$ cat src/rtl/ctrl_pkg.sv
// rtl/ctrl_pkg.sv - shared states, opcodes, op and ALUop codes for datapath_ctrl
package ctrl_pkg;

    typedef enum logic [2:0] {
        S_WAIT,
        S_DECODE,
        S_WR_IMM,
        S_GET_A,
        S_GET_B,
        S_ALU,
        S_WR_RES
    } state_t;

    typedef enum logic [2:0] {
        CLS_ILL,
        CLS_MOV_IMM,
        CLS_MOV_REG,
        CLS_ADD,
        CLS_CMP,
        CLS_AND,
        CLS_MVN
    } instr_cls_t;

    localparam logic [2:0] OPC_MOV = 3'b110;
    localparam logic [2:0] OPC_ALU = 3'b101;

    localparam logic [1:0] OP_MOV_IMM = 2'b10;
    localparam logic [1:0] OP_MOV_REG = 2'b00;
    localparam logic [1:0] OP_ADD     = 2'b00;
    localparam logic [1:0] OP_CMP     = 2'b01;
    localparam logic [1:0] OP_AND     = 2'b10;
    localparam logic [1:0] OP_MVN     = 2'b11;

    localparam logic [1:0] ALU_ADD = 2'b00;
    localparam logic [1:0] ALU_SUB = 2'b01;
    localparam logic [1:0] ALU_AND = 2'b10;
    localparam logic [1:0] ALU_MVN = 2'b11;

endpackage

$ cat src/rtl/instr_dec.sv
// rtl/instr_dec.sv - combinational IR field slicer and instruction classifier
module instr_dec
    import ctrl_pkg::*;
(
    input  logic [15:0] ir,
    output logic [1:0]  op,
    output logic [2:0]  rn,
    output logic [2:0]  rd,
    output logic [1:0]  sh,
    output logic [2:0]  rm,
    output logic [15:0] imm_ext,
    output instr_cls_t  cls,
    output logic        illegal
);

    logic [2:0] opcode;

    assign opcode  = ir[15:13];
    assign op      = ir[12:11];
    assign rn      = ir[10:8];
    assign rd      = ir[7:5];
    assign sh      = ir[4:3];
    assign rm      = ir[2:0];
    assign imm_ext = {{8{ir[7]}}, ir[7:0]};
    assign illegal = (cls == CLS_ILL);

    // Map opcode/op pairs onto instruction classes; anything unlisted is illegal.
    always_comb begin
        cls = CLS_ILL;
        if (opcode == OPC_MOV) begin
            if (op == OP_MOV_IMM)      cls = CLS_MOV_IMM;
            else if (op == OP_MOV_REG) cls = CLS_MOV_REG;
        end else if (opcode == OPC_ALU) begin
            case (op)
                OP_ADD:  cls = CLS_ADD;
                OP_CMP:  cls = CLS_CMP;
                OP_AND:  cls = CLS_AND;
                default: cls = CLS_MVN;
            endcase
        end
    end

endmodule

$ cat src/rtl/datapath_ctrl.sv
// rtl/datapath_ctrl.sv - instruction register and sequencer; DATAPATH_CTRL_ILLEGAL_TRAP_EN enables sticky err
module datapath_ctrl
    import ctrl_pkg::*;
#(
    parameter int DW = 16
) (
    input  logic          clk,
    input  logic          rst_n,
    input  logic [15:0]   ir_in,
    input  logic          load,
    input  logic          s,
    output logic          w,
    output logic          err,
    output logic [2:0]    writenum,
    output logic [2:0]    readnum,
    output logic          write,
    output logic          vsel,
    output logic          loada,
    output logic          loadb,
    output logic          loadc,
    output logic          loads,
    output logic          asel,
    output logic          bsel,
    output logic [1:0]    shift,
    output logic [1:0]    ALUop,
    output logic [DW-1:0] datapath_in
);

    state_t      state, state_nx;
    logic [15:0] ir_q;

    logic [1:0]  op;
    logic [2:0]  rn, rd, rm;
    logic [1:0]  sh;
    logic [15:0] imm_ext;
    instr_cls_t  cls;
    logic        illegal;

    instr_dec u_dec (
        .ir      (ir_q),
        .op      (op),
        .rn      (rn),
        .rd      (rd),
        .sh      (sh),
        .rm      (rm),
        .imm_ext (imm_ext),
        .cls     (cls),
        .illegal (illegal)
    );

    assign datapath_in = imm_ext;

    // State register.
    always_ff @(posedge clk or negedge rst_n) begin
        if (!rst_n) state <= S_WAIT;
        else        state <= state_nx;
    end

    // IR only captures while idle, so it is stable for the whole instruction.
    always_ff @(posedge clk or negedge rst_n) begin
        if (!rst_n)                        ir_q <= '0;
        else if (state == S_WAIT && load)  ir_q <= ir_in;
    end

`ifdef DATAPATH_CTRL_ILLEGAL_TRAP_EN
    logic err_q;

    // Sticky trap flag raised when DECODE sees an illegal word.
    always_ff @(posedge clk or negedge rst_n) begin
        if (!rst_n)                          err_q <= 1'b0;
        else if (state == S_DECODE && illegal) err_q <= 1'b1;
    end

    assign err = err_q;
`else
    assign err = 1'b0;
`endif

    // Next-state and Moore control outputs from state plus IR.
    always_comb begin
        state_nx = state;
        w        = 1'b0;
        writenum = 3'd0;
        readnum  = 3'd0;
        write    = 1'b0;
        vsel     = 1'b0;
        loada    = 1'b0;
        loadb    = 1'b0;
        loadc    = 1'b0;
        loads    = 1'b0;
        asel     = 1'b0;
        bsel     = 1'b0;
        shift    = 2'b00;
        ALUop    = 2'b00;
        case (state)
            S_WAIT: begin
                w = 1'b1;
                if (s) state_nx = S_DECODE;
            end
            S_DECODE: begin
                if (illegal) begin
                    state_nx = S_WAIT;
                end else begin
                    case (cls)
                        CLS_MOV_IMM:          state_nx = S_WR_IMM;
                        CLS_MOV_REG, CLS_MVN: state_nx = S_GET_B;
                        default:              state_nx = S_GET_A;
                    endcase
                end
            end
            S_WR_IMM: begin
                writenum = rn;
                vsel     = 1'b1;
                write    = 1'b1;
                state_nx = S_WAIT;
            end
            S_GET_A: begin
                readnum  = rn;
                loada    = 1'b1;
                state_nx = S_GET_B;
            end
            S_GET_B: begin
                readnum  = rm;
                loadb    = 1'b1;
                shift    = sh;
                state_nx = S_ALU;
            end
            S_ALU: begin
                shift = sh;
                ALUop = (cls == CLS_MOV_REG) ? ALU_ADD : op;
                asel  = (cls == CLS_MOV_REG) || (cls == CLS_MVN);
                if (cls == CLS_CMP) begin
                    loads    = 1'b1;
                    state_nx = S_WAIT;
                end else begin
                    loadc    = 1'b1;
                    state_nx = S_WR_RES;
                end
            end
            S_WR_RES: begin
                writenum = rd;
                write    = 1'b1;
                state_nx = S_WAIT;
            end
            default: state_nx = S_WAIT;
        endcase
    end

endmodule

$ cat config.mk
export PLATFORM = sky130hd
export DESIGN_NAME = datapath_ctrl
export DESIGN_NICKNAME = d
export VERILOG_FILES = /design/src/rtl/ctrl_pkg.sv /design/src/rtl/instr_dec.sv /design/src/rtl/datapath_ctrl.sv
export SDC_FILE = /design/constraint.sdc
export NUM_CORES = 1
export LEC_CHECK = 0
export ABC_AREA = 1
export BUFFER_PORTS_ARGS = -buffer_cell sky130_fd_sc_hd__buf_2
export CAP_MARGIN = 15
export CORE_MARGIN = 5
export CORE_UTILIZATION = 49
export CTS_CLUSTER_DIAMETER = 50
export CTS_CLUSTER_SIZE = 25
export DETAILED_ROUTE_END_ITERATION = 10
export PLACE_DENSITY_LB_ADDON = 0.15
export SLEW_MARGIN = 40
export SYNTH_ARGS = -nofsm -noshare
export SYNTH_HDL_FRONTEND = slang
export SYNTH_SLANG_ARGS = --single-unit
$ cat constraint.sdc
create_clock -name clk -period 3.44 [get_ports clk]
set_input_delay 0.688 -clock clk [delete_from_list [all_inputs] [get_ports clk]]
set_output_delay 0.688 -clock clk [all_outputs]
set_load 0.02 [all_outputs]
==> run summary, run 1 <==
In the final layout, the multi-input gates occupy 470 um2. The tree is rooted in a clkbuf_4. Counting I/O delays and the setup requirement, the final critical path takes 2.44 ns. Clock latency on the worst-skew pair, taken at its later pin, is 0.29 ns. The tools report the type of destination of the critical path as an output pin. The internal cell power came out at 0.000643 W.

The flow ran to the end, and the final reports show no timing, DRC or antenna violations. The total DRC errors in the routed layout came out at 0. The switching part of the total power came out at 0.509. The number of DRC violations after detailed-routing iteration 0 was 20; the met3 layer usage reported by global route was 0.0349. The ratio of cells with drive above 1 in the final layout is 0.362. Along the worst path, the maximum fanout reaches 3. After floorplanning, the core was divided into 17 placement rows.

The signal arrival time at the worst endpoint was 1.76 ns; the average cell area after synthesis was 7.92 um2. The logs give 0 for the count of antenna diodes in the layout and 2250 um2 for the core area. The number of synthesized register bits was 19; the area of the mapped netlist was 1190 um2. The tools report the global routing usage on met1 as 0.176.

The tools report the number of hold violations in the final report as 0. The most used flip-flop cell after synthesis is dfrtp_1. TritonCTS built the clock tree. The die height is 59.2 um. Part of the Yosys area used for sequential elements: 0.400. The count of buffers added on input and output ports is 53. The depth of the worst register-to-register path is 8.

The run gives 3 as the number of buffers inserted during clock tree synthesis. Worst IR drop on VDD: 0.540 mV. The routed design has 2.48 mm of wire.

The quantity of hold-fixing buffers added after cts came out at 0. The most congested layer reported by global routing was met2. The combinational share of power came out at 0.598. Register-to-register path setup slack: 1.97 ns. Measured along the x axis, the die boundary spans 59.2 um.

For the sequential share of power, the log shows 0.316. The run gives 1019 as the total vias in the final route. The analysis attributes to net switching a power of 0.000667 W. The start point of the critical path is ir_q[12]. The most critical setup path has its endpoint at asel. The run gives 0.086 as the share of power burned in the clock network.

The final critical-path share of the clock period works out to 0.710. The worst hold-check path type is in2async. Using the TritonRoute via totals, the vias-per-cell ratio works out to 4.72. The tools report the core utilization of the finished layout as 0.607. Derived from the worst setup path, the maximum achievable clock frequency is 409 MHz.

The run gives 4.00 mm as the global-route wire length before repair. The tools report the initial cell density of the core as 0.527. The routed wire length per instance was 11.5 um; the number of warnings reported in the yosys synthesis log was 0. Type of origin of the critical path: a flip-flop. From synthesis to final layout, the design area changed by 15.2%.

The area taken by flip-flops and latches is 475 um2, and the cell leakage power is 0.821 nW. The met2 usage in global routing was 0.250; the final-layout fill cell count was 219. Max-cap violations in this run came to 0. 56 I/O pins were placed.

After the last flow step, the layout net total stands at 212. The startpoint of the worst-slack reg-to-reg timing path was ir_q[12]. After clock tree synthesis, the repair step resized 0 gates.

The tools report the initial antenna violation count as 0. The global router's overall resource usage came out at 0.145. The total count of max-transition violations in the final report was 0; the largest buffer count on any clock path was 2. The clock transition time at the flip-flop clock pins of the worst setup and hold paths is 0.12 ns, and the share of async-settable or async-resettable flops after synthesis is 1.00.

For the deepest level of the CTS H-tree, the log shows 1. The critical path start-end classification was reg2out. For this run, the detailed router's first-pass iteration total came to 4.

The setup-violating endpoint count in the final report came out at 0. The sum of net half-perimeters after detailed placement was 2.02 mm. Critical register-to-register path endpoint: state[0]. The maximum number of pins on one net before global-route repair came out at 26. Setup repair after global routing left no endpoint under its margin. The post-route antenna net violation count is 0. The count of mapped cells out of synthesis is 150, and the number of flops mapped to enable cells by yosys is 0. Clock skew on the completed layout was measured at 0.00805 ns. Dividing total power by cell area gives a power density of 958 nW/um2. The leftover overflow at the end of global routing was 0; the setup total negative slack was 0 ns.

Buffers added to address setup during post-CTS repair amount to 0. The die covers 3510 um2. After synthesis, the netlist uses 20 different library cells. The placer congestion estimate was 0.795. For the number of global-route vias before repair, the log shows 948. CTS saw 19 sinks.

STA puts the critical path data required time at 2.75 ns.
cells in the final DEF (no fill, tap or decap), types with 5 or more instances in the layout:
cell and instances:
nand2_1 18, dfrtp_1 19, mux2_2 5, nor2_1 23, o21ai_0 7, buf_2 53, nand3_1 12, inv_1 24
a21oi_1 10
power by group through the flow:
stage | clock network [W] | logic [W] | registers [W]
after floorplan | 0 | 0.000706 | 0.000405
after global placement | 0 | 0.000776 | 0.000413
after detailed placement | 0 | 0.000793 | 0.000421
after CTS | 0.000115 | 0.000794 | 0.000416
after global routing | 0.000121 | 0.000870 | 0.000433
final | 0.000113 | 0.000783 | 0.000415
synthesized netlist by cell type, types with 2 or more instances:
master	count	area share
inv_1	24	0.076
o21ai_0	7	0.030
mux2_2	5	0.047
nor2_1	23	0.073
buf_4	18	0.11
a21oi_1	10	0.042
nand2_1	18	0.057
ha_1	3	0.032
mux2_4	2	0.025
nand3_1	12	0.051
dfrtp_1	19	0.40
how the worst min path moves through the flow:
stage,depth (start not counted),to,from
detailed placement,2,ir_q[8],ir_q[8]
global placement,2,ir_q[8],ir_q[8]
finish,1,ir_q[1],rst_n
floorplan,0,ir_q[0],rst_n
CTS,1,ir_q[15],rst_n
global route,1,ir_q[1],rst_n
stage by stage:
stage / worst slack, ns / hold slack, ns / cell area [um2] / std cells / power, W
CTS: 1.01 / 0.318 / 1370 / 216 / 0.00133
global placement: 1.40 / 0.509 / 1340 / 212 / 0.00119
detailed placement: 1.35 / 0.511 / 1340 / 212 / 0.00121
finish: 0.996 / 0.307 / 1370 / 216 / 0.00131
global route: 0.842 / 0.338 / 1370 / 216 / 0.00142
floorplan: 1.19 / 0.392 / 1190 / 151 / 0.00111
logic make-up (layout without fill, tap and decap cells):
logic type / after synthesis / after routing / share of synthesized area
and+or+nand+nor: 58 / 58 / 0.214
muxes: 7 / 7 / 0.0727
other: 1 / 2 / 0.00316
AOI/OAI and AO/OA: 17 / 17 / 0.0717
buffers and inverters: 45 / 82 / 0.207
adders and majority gates: 3 / 3 / 0.0316
DFF: 19 / 19 / 0.400
cell type report:
class / instances / share of cell area
well taps: 28 / 0.0256
clock buffers: 3 / 0.0165
flip-flops and latches: 19 / 0.348
multi-input cells: 87 / 0.344
inverters: 25 / 0.0686
clock inverters: 1 / 0.00366
repair buffers: 53 / 0.194
layer usage:
metal / wire length, um / up-vias
met3: 239 / 4
met2: 1210 / 34
met5: 0 / -
met1: 993 / 460
met4: 36 / 0
li1: - / 521
registers in the layout (all words and copies together), names as in the netlist:
register	flops
state	3
ir_q	16
worst max-delay path, stage by stage, from the launching register on:
cell	delay (ns)
dfrtp_1	0.42
inv_1	0.12
ha_1	0.24
nand2_1	0.08
nand2_1	0.05
nor2_1	0.17
nand2_1	0.12
nor2_1	0.10
buf_2	0.17
(Power assumes the default switching activity.)
==> run 2: changes to the inputs <==
--- a/config.mk
+++ b/config.mk
@@ -9,7 +9,7 @@
 export BUFFER_PORTS_ARGS = -buffer_cell sky130_fd_sc_hd__buf_2
 export CAP_MARGIN = 15
 export CORE_MARGIN = 5
-export CORE_UTILIZATION = 49
+export CORE_UTILIZATION = 46
 export CTS_CLUSTER_DIAMETER = 50
 export CTS_CLUSTER_SIZE = 25
 export DETAILED_ROUTE_END_ITERATION = 10
==> constraint.sdc (replaced) <==
create_clock -name clk -period 2.3 [get_ports clk]
set_input_delay 0.46 -clock clk [delete_from_list [all_inputs] [get_ports clk]]
set_output_delay 0.46 -clock clk [all_outputs]
set_load 0.02 [all_outputs]
==> run 2 against run 1 <==
Cell count rose by 0.93%. Clock power rose by 54%. Flip-flop and latch count did not move. Design area rose by 0.46%. Critical endpoint is now loadc. Highest routed layer unchanged.
==> run summary, run 2 (synthesis gave the netlist of run 1 again) <==
The flow ran to the end, and the final reports show no timing, DRC or antenna violations. The clock period minus final worst setup slack works out to 2.16 ns. Dividing the detail-routed via count by the number of cells gives 4.72. In this run the horizontal extent of the chip is 60.8 um. The setup check on the worst reg-to-reg path leaves a slack of 0.92 ns. After floorplanning, the core was divided into 18 placement rows. The initial cell density of the core came out at 0.479. Setup repair after global routing left no endpoint under its margin.

Ratio of cells with drive above 1 in the final layout: 0.372. The run gives 0 as the number of hold violations in the final report. The worst setup path is launched from a flip-flop. The finished layout holds 218 standard cells, fillers aside. The largest registers in the layout are ir_q (16), state (3). Buffers added to address setup during post-CTS repair amount to 0. The internal power of the cells totals 0.000964 W. The top cell types in the final layout, fill and taps aside, are 53 x buf_2, 24 x inv_1, 22 x nor2_1. Number of port buffers: 53. The count of nets left with antenna violations once routing finished came out at 0. The die covers 3700 um2. The final critical-path share of the clock period is 0.940. The global router's overall resource usage came out at 0.139. Entering global routing, the biggest net connects 26 pins. The signed area change from the synthesized netlist to the final layout is 15.7%, and the number of global-route vias before repair is 932. The clock transition time at the flip-flop clock pins of the worst setup and hold paths is 0.12 ns. The number of detailed-routing iterations run before antenna repair is 4. The timing endpoint of the critical path was loadc. For the largest buffer count on any clock path, the log shows 2. More flip-flops sit in one register than any other, and that register is ir_q. The run gives 1.70 ns as the signal arrival time at the worst endpoint. The number of antenna diodes in the final layout is 0.

The tools report the final net count as 212. The share of power burned in the clock network was 0.088; the sum of net half-perimeters after detailed placement was 2.02 mm. The routed design has 2.58 mm of wire. The tools report the startpoint of the worst-slack reg-to-reg timing path as ir_q[12]. Type of destination of the critical path: an output pin.

Cell family contributing the most delay on the critical path: simple AND/OR/NAND/NOR gates. Data on the critical path is required at its endpoint by 1.84 ns. For this run the aggregate overflow at the end of global routing stands at 0. Summed over all failing endpoints, the final setup total negative slack is 0 ns.

For this run, the slowest stage of the critical path takes 0.40 ns. The signal on the critical path passes through inv_1, ha_1, nand2_1, nand3_1, nand3_1, nand2_1, inv_1, buf_2. The number of buffers inserted during clock tree synthesis is 3, and the total vias in the final route is 1028. Start point of the critical path: ir_q[12]. The core area was 2480 um2; the placer congestion estimate was 0.804. Setup violations remaining at the end of the flow were counted as 0.

The logs give 214 for the count of placed standard cells including taps and 0.30 ns for the clock latency on the worst-skew pair. From bottom edge to top edge, the die measures 60.8 um. The core utilization of the finished layout is 0.555.

The critical path start-end classification is reg2out. The tools report the total count of max-transition violations in the final report as 0. For the I/O pin total, the log shows 56. CTS saw 19 sinks. The tools report the initial antenna violation count as 0.

The net switching power came out at 0.00101 W. The register with the most flip-flops in the layout has 16 of them. Measured in cells, the most critical reg-to-reg path has a length of 7.

The switching part of the total power was 0.512. The highest fanout seen on the critical path came out at 3. The worst hold path belongs to the class in2async.

The run gives 0.319 as the sequential share of power. TritonCTS built the clock tree. Among all stages on the critical path, the largest delay is contributed by dfrtp_1.

The worst register-to-register path ends at state[2]. The tree is rooted in a clkbuf_4. The critical path runs through a total of 8 cells.

The deepest level of the CTS H-tree is 1. After detailed routing, the average wire length per cell comes to 11.9 um. IR analysis of the VDD net gives a maximum drop of 0.852 mV.

For this design the static power due to leakage is 0.820 nW. The cell area power density was 1440 nW/um2. In this run, the number of DRC markers left after iteration 0 of detailed routing was 27. The buffers plus inverters on the worst setup path was 3. The overall power is 0.00198 W, and the total of max-cap violations is 0. The logs give 0.593 for the combinational share of power and 0.00878 ns for the worst clock skew.

Maximum clock frequency: 463 MHz. Leaving out fill and tap cells, the most frequent cell in the layout is buf_2. The global-route wire length before repair came out at 3.92 mm. The total DRC errors in the routed layout came out at 0.
-- run 2: cell counts in the layout (fill, tap and decap cells not counted) --
No cell type changed its count.
-- run 2: final cells by class --
cell class / count / area (um2)
inverters: 25 / 93.8
clock buffers: 3 / 22.5
flip-flops and latches: 19 / 477
fillers: 269 / 1100
repair buffers: 53 / 265
well taps: 30 / 37.5
multi-input cells: 87 / 473
clock inverters: 1 / 5.00
-- run 2: worst min-delay path by stage --
stage / start / to / slack, ns / cells after the start
floorplan: rst_n / ir_q[0] / 0.16 / 0
global placement: rst_n / ir_q[12] / 0.43 / 1
detailed placement: rst_n / ir_q[12] / 0.43 / 1
CTS: rst_n / ir_q[3] / 0.09 / 1
global route: rst_n / ir_q[3] / 0.1 / 1
finish: rst_n / ir_q[3] / 0.08 / 1
-- run 2: per-layer routing --
metal,track usage,up-vias,wire (um)
li1,-,517,-
met1,0.194,463,1090
met2,0.211,46,1220
met3,0.0319,2,259
met4,0.0464,0,13
met5,0,-,0
-- run 2: timing repair --
action / 4_1_cts / 5_1_grt
gates resized for setup: 0 / 2
hold buffers: 0 / 0
setup endpoints to repair: 0 / 3
-- run 2: power by group through the flow --
stage	clock, W	combinational [W]	sequential (W)
after detailed placement	0	0.00118	0.000637
after CTS	0.000181	0.00118	0.000630
final	0.000174	0.00117	0.000630
after global placement	0	0.00117	0.000621
after global routing	0.000196	0.00130	0.000654
after floorplan	0	0.00106	0.000606
-- run 2: metrics by stage --
step           hold WS, ns  setup WS [ns]  area (um2)
5_1_grt             0.0996         0.0152        1370
3_3_place_gp         0.433          0.482        1340
3_5_place_dp         0.426          0.439        1340
4_1_cts             0.0863         0.0950        1370
2_1_floorplan        0.164          0.280        1190
6_report            0.0775          0.138        1370
==> run 3: changes to the inputs <==
--- a/config.mk
+++ b/config.mk
@@ -8,7 +8,7 @@
 export ABC_AREA = 1
 export BUFFER_PORTS_ARGS = -buffer_cell sky130_fd_sc_hd__buf_2
 export CAP_MARGIN = 15
-export CORE_MARGIN = 5
+export CORE_MARGIN = 2
 export CORE_UTILIZATION = 46
 export CTS_CLUSTER_DIAMETER = 50
 export CTS_CLUSTER_SIZE = 25
==> run 3 against run 2 <==
Sequential share of layout area shrank 0.28 points. Cell count is the same. Design area grew 0.55%. Critical path depth is the same. Largest cell class is now multi-input combinational cells.
==> run summary, run 3 (synthesis gave the netlist of run 1 again) <==
The run finished with clean final reports. The buffer type at the clock tree root is clkbuf_4. 0 antenna diodes ended up in the layout. Counting flops per register, the top entry is ir_q. STA puts the critical path data arrival time at 1.73 ns.

The clock transition time at the flip-flop clock pins of the worst setup and hold paths is 0.11 ns, and the total of max-cap violations is 0. Setup slack on the worst reg-to-reg path comes out at 0.89 ns. The global-route wire length before repair is 3.60 mm.

The logs give 3 for the number of buffers inserted during clock tree synthesis and 1.81 mm for the sum of net half-perimeters after detailed placement. For this run, the post-layout net count is 212. The signed area change from the synthesized netlist to the final layout was 16.3%; the CTS sink count was 19. The setup slack after placement is 0.394 ns, and the multi-input combinational cell area is 480 um2.

Row count: 18. The ratio of cells with drive above 1 in the final layout was 0.383. The leftover overflow at the end of global routing is 0, and the number of port buffers is 53. The core area was 2450 um2; the cell area power density was 1430 nW/um2.

The worst IR drop on VDD is 0.868 mV. Fill cells in the final layout number 250. Setup violations remaining at the end of the flow were counted as 0. Setup slack on the critical path of the routed design comes to 0.114 ns.

STA classifies the critical path startpoint as a flip-flop. TritonCTS built the clock tree. In the final layout, the registers with the most flip-flops are ir_q (16), state (3). In this run the worst path has a maximum fanout of 3. Setup repair after global routing could not meet its margin everywhere. The congestion estimate from routability-driven global placement came to 0.905. The design draws 0.00198 W. The worst clock skew came out at 0.00846 ns.

The critical path start-end classification was reg2out. The final critical-path share of the clock period is 0.950. The first routing iteration left 15 violations. The number of hold violations in the final report came out at 0. For the I/O pin total, the log shows 56. In the layout the commonest cells are 52 x buf_2, 22 x inv_1, 21 x nor2_1.

For the finished layout, the period the worst path requires is 2.19 ns. The post-CTS setup repair buffer count was 0; the largest buffer count on any clock path was 2. Summing over every cut layer, the via total after detailed routing is 1026. The worst hold-check path type is in2async. The flip-flop count of the largest register after layout was 16; the routed wire length per instance was 10.9 um. The die height is 54.8 um. The initial cell density of the core came out at 0.484. The number of global-route vias before repair is 847.

The tools report the total count of max-transition violations in the final report as 0. The type of destination of the critical path is an output pin. After detailed routing, the number of remaining DRC violations is 0.

After clock tree synthesis, the flow added hold-fix buffers numbering 0. In this run the horizontal extent of the chip is 54.8 um. The maximum clock frequency came out at 457 MHz. Clock latency on the worst-skew pair, taken at its later pin, is 0.30 ns.

The detail-routed via count per cell was 4.71; the global router's overall resource usage was 0.170. The post-route antenna net violation count was 0; the post-CTS resize count was 0. The overall die area came out at 3000 um2. At the worst endpoint, the required time is 1.84 ns.

Registers take 475 um2. For the initial antenna violation count, the log shows 0. The run gives 26 as the maximum number of pins on one net before global-route repair. Leaving out fill and tap cells, the most frequent cell in the layout is buf_2. For this block, the routed nets add up to 2.37 mm of wire.

The deepest level of the CTS H-tree is 1, and the cell leakage power is 0.815 nW. The first detailed-routing pass ran for 4 iterations.
==> run 3: cell count changes in the layout (fill, tap and decap cells not counted), sizes merged <==
cell and change:
clkinv -1, clkbuf +1
==> run 3: worst max-delay path, cell delays in order, from the launching register on <==
cell and delay, ns:
dfrtp_1 0.40, inv_2 0.06, ha_1 0.26, nand2_1 0.09
nand2_1 0.08, nor2_2 0.16, nand2_1 0.11, nor2_1 0.11
buf_4 0.15
==> run 3: worst paths after layout <==
kind	startpoint	end	cells after the start
worst max-delay path	ir_q[12]	asel	8
worst min-delay path	rst_n	ir_q[5]	1
worst max register to register	ir_q[12]	state[0]	8
worst min register to register	ir_q[4]	ir_q[4]	2
max in group asynchronous	rst_n	ir_q[12]	1
min in group clk	ir_in[7]	ir_q[7]	2
==> run 3: cell type report <==
| class | count | area share |
|---|---|---|
| multi-input combinational | 87 | 0.348 |
| sequential | 19 | 0.344 |
| timing repair buffer | 53 | 0.194 |
| inverter | 25 | 0.0679 |
| tap | 30 | 0.0272 |
| clock buffer | 4 | 0.0190 |
==> run 3: through the flow <==
step | cells | instance area, um2 | TNS (ns) | util | hold slack, ns
after floorplan | 151 | 1190 | 0 | - | 0.164
after global placement | 214 | 1340 | 0 | 0.547 | 0.425
after detailed placement | 214 | 1340 | 0 | 0.547 | 0.433
after CTS | 218 | 1370 | 0 | 0.558 | 0.0996
after global routing | 218 | 1380 | -0.0128 | 0.563 | 0.113
final | 218 | 1380 | 0 | 0.563 | 0.0819
==> run 3: layer usage <==
metal / up-vias / share of wire / GRT usage
met2: 41 / 0.47 / 0.266
li1: 521 / - / -
met3: 4 / 0.075 / 0.0273
met1: 460 / 0.44 / 0.224
met5: - / 0 / 0
met4: 0 / 0.016 / 0.0875
==> run 3: power by group <==
part           internal (W)  switching, W  leakage (nW)
clock             0.0000675      0.000104        0.0150
combinational      0.000411      0.000769         0.582
sequential         0.000495      0.000132         0.218
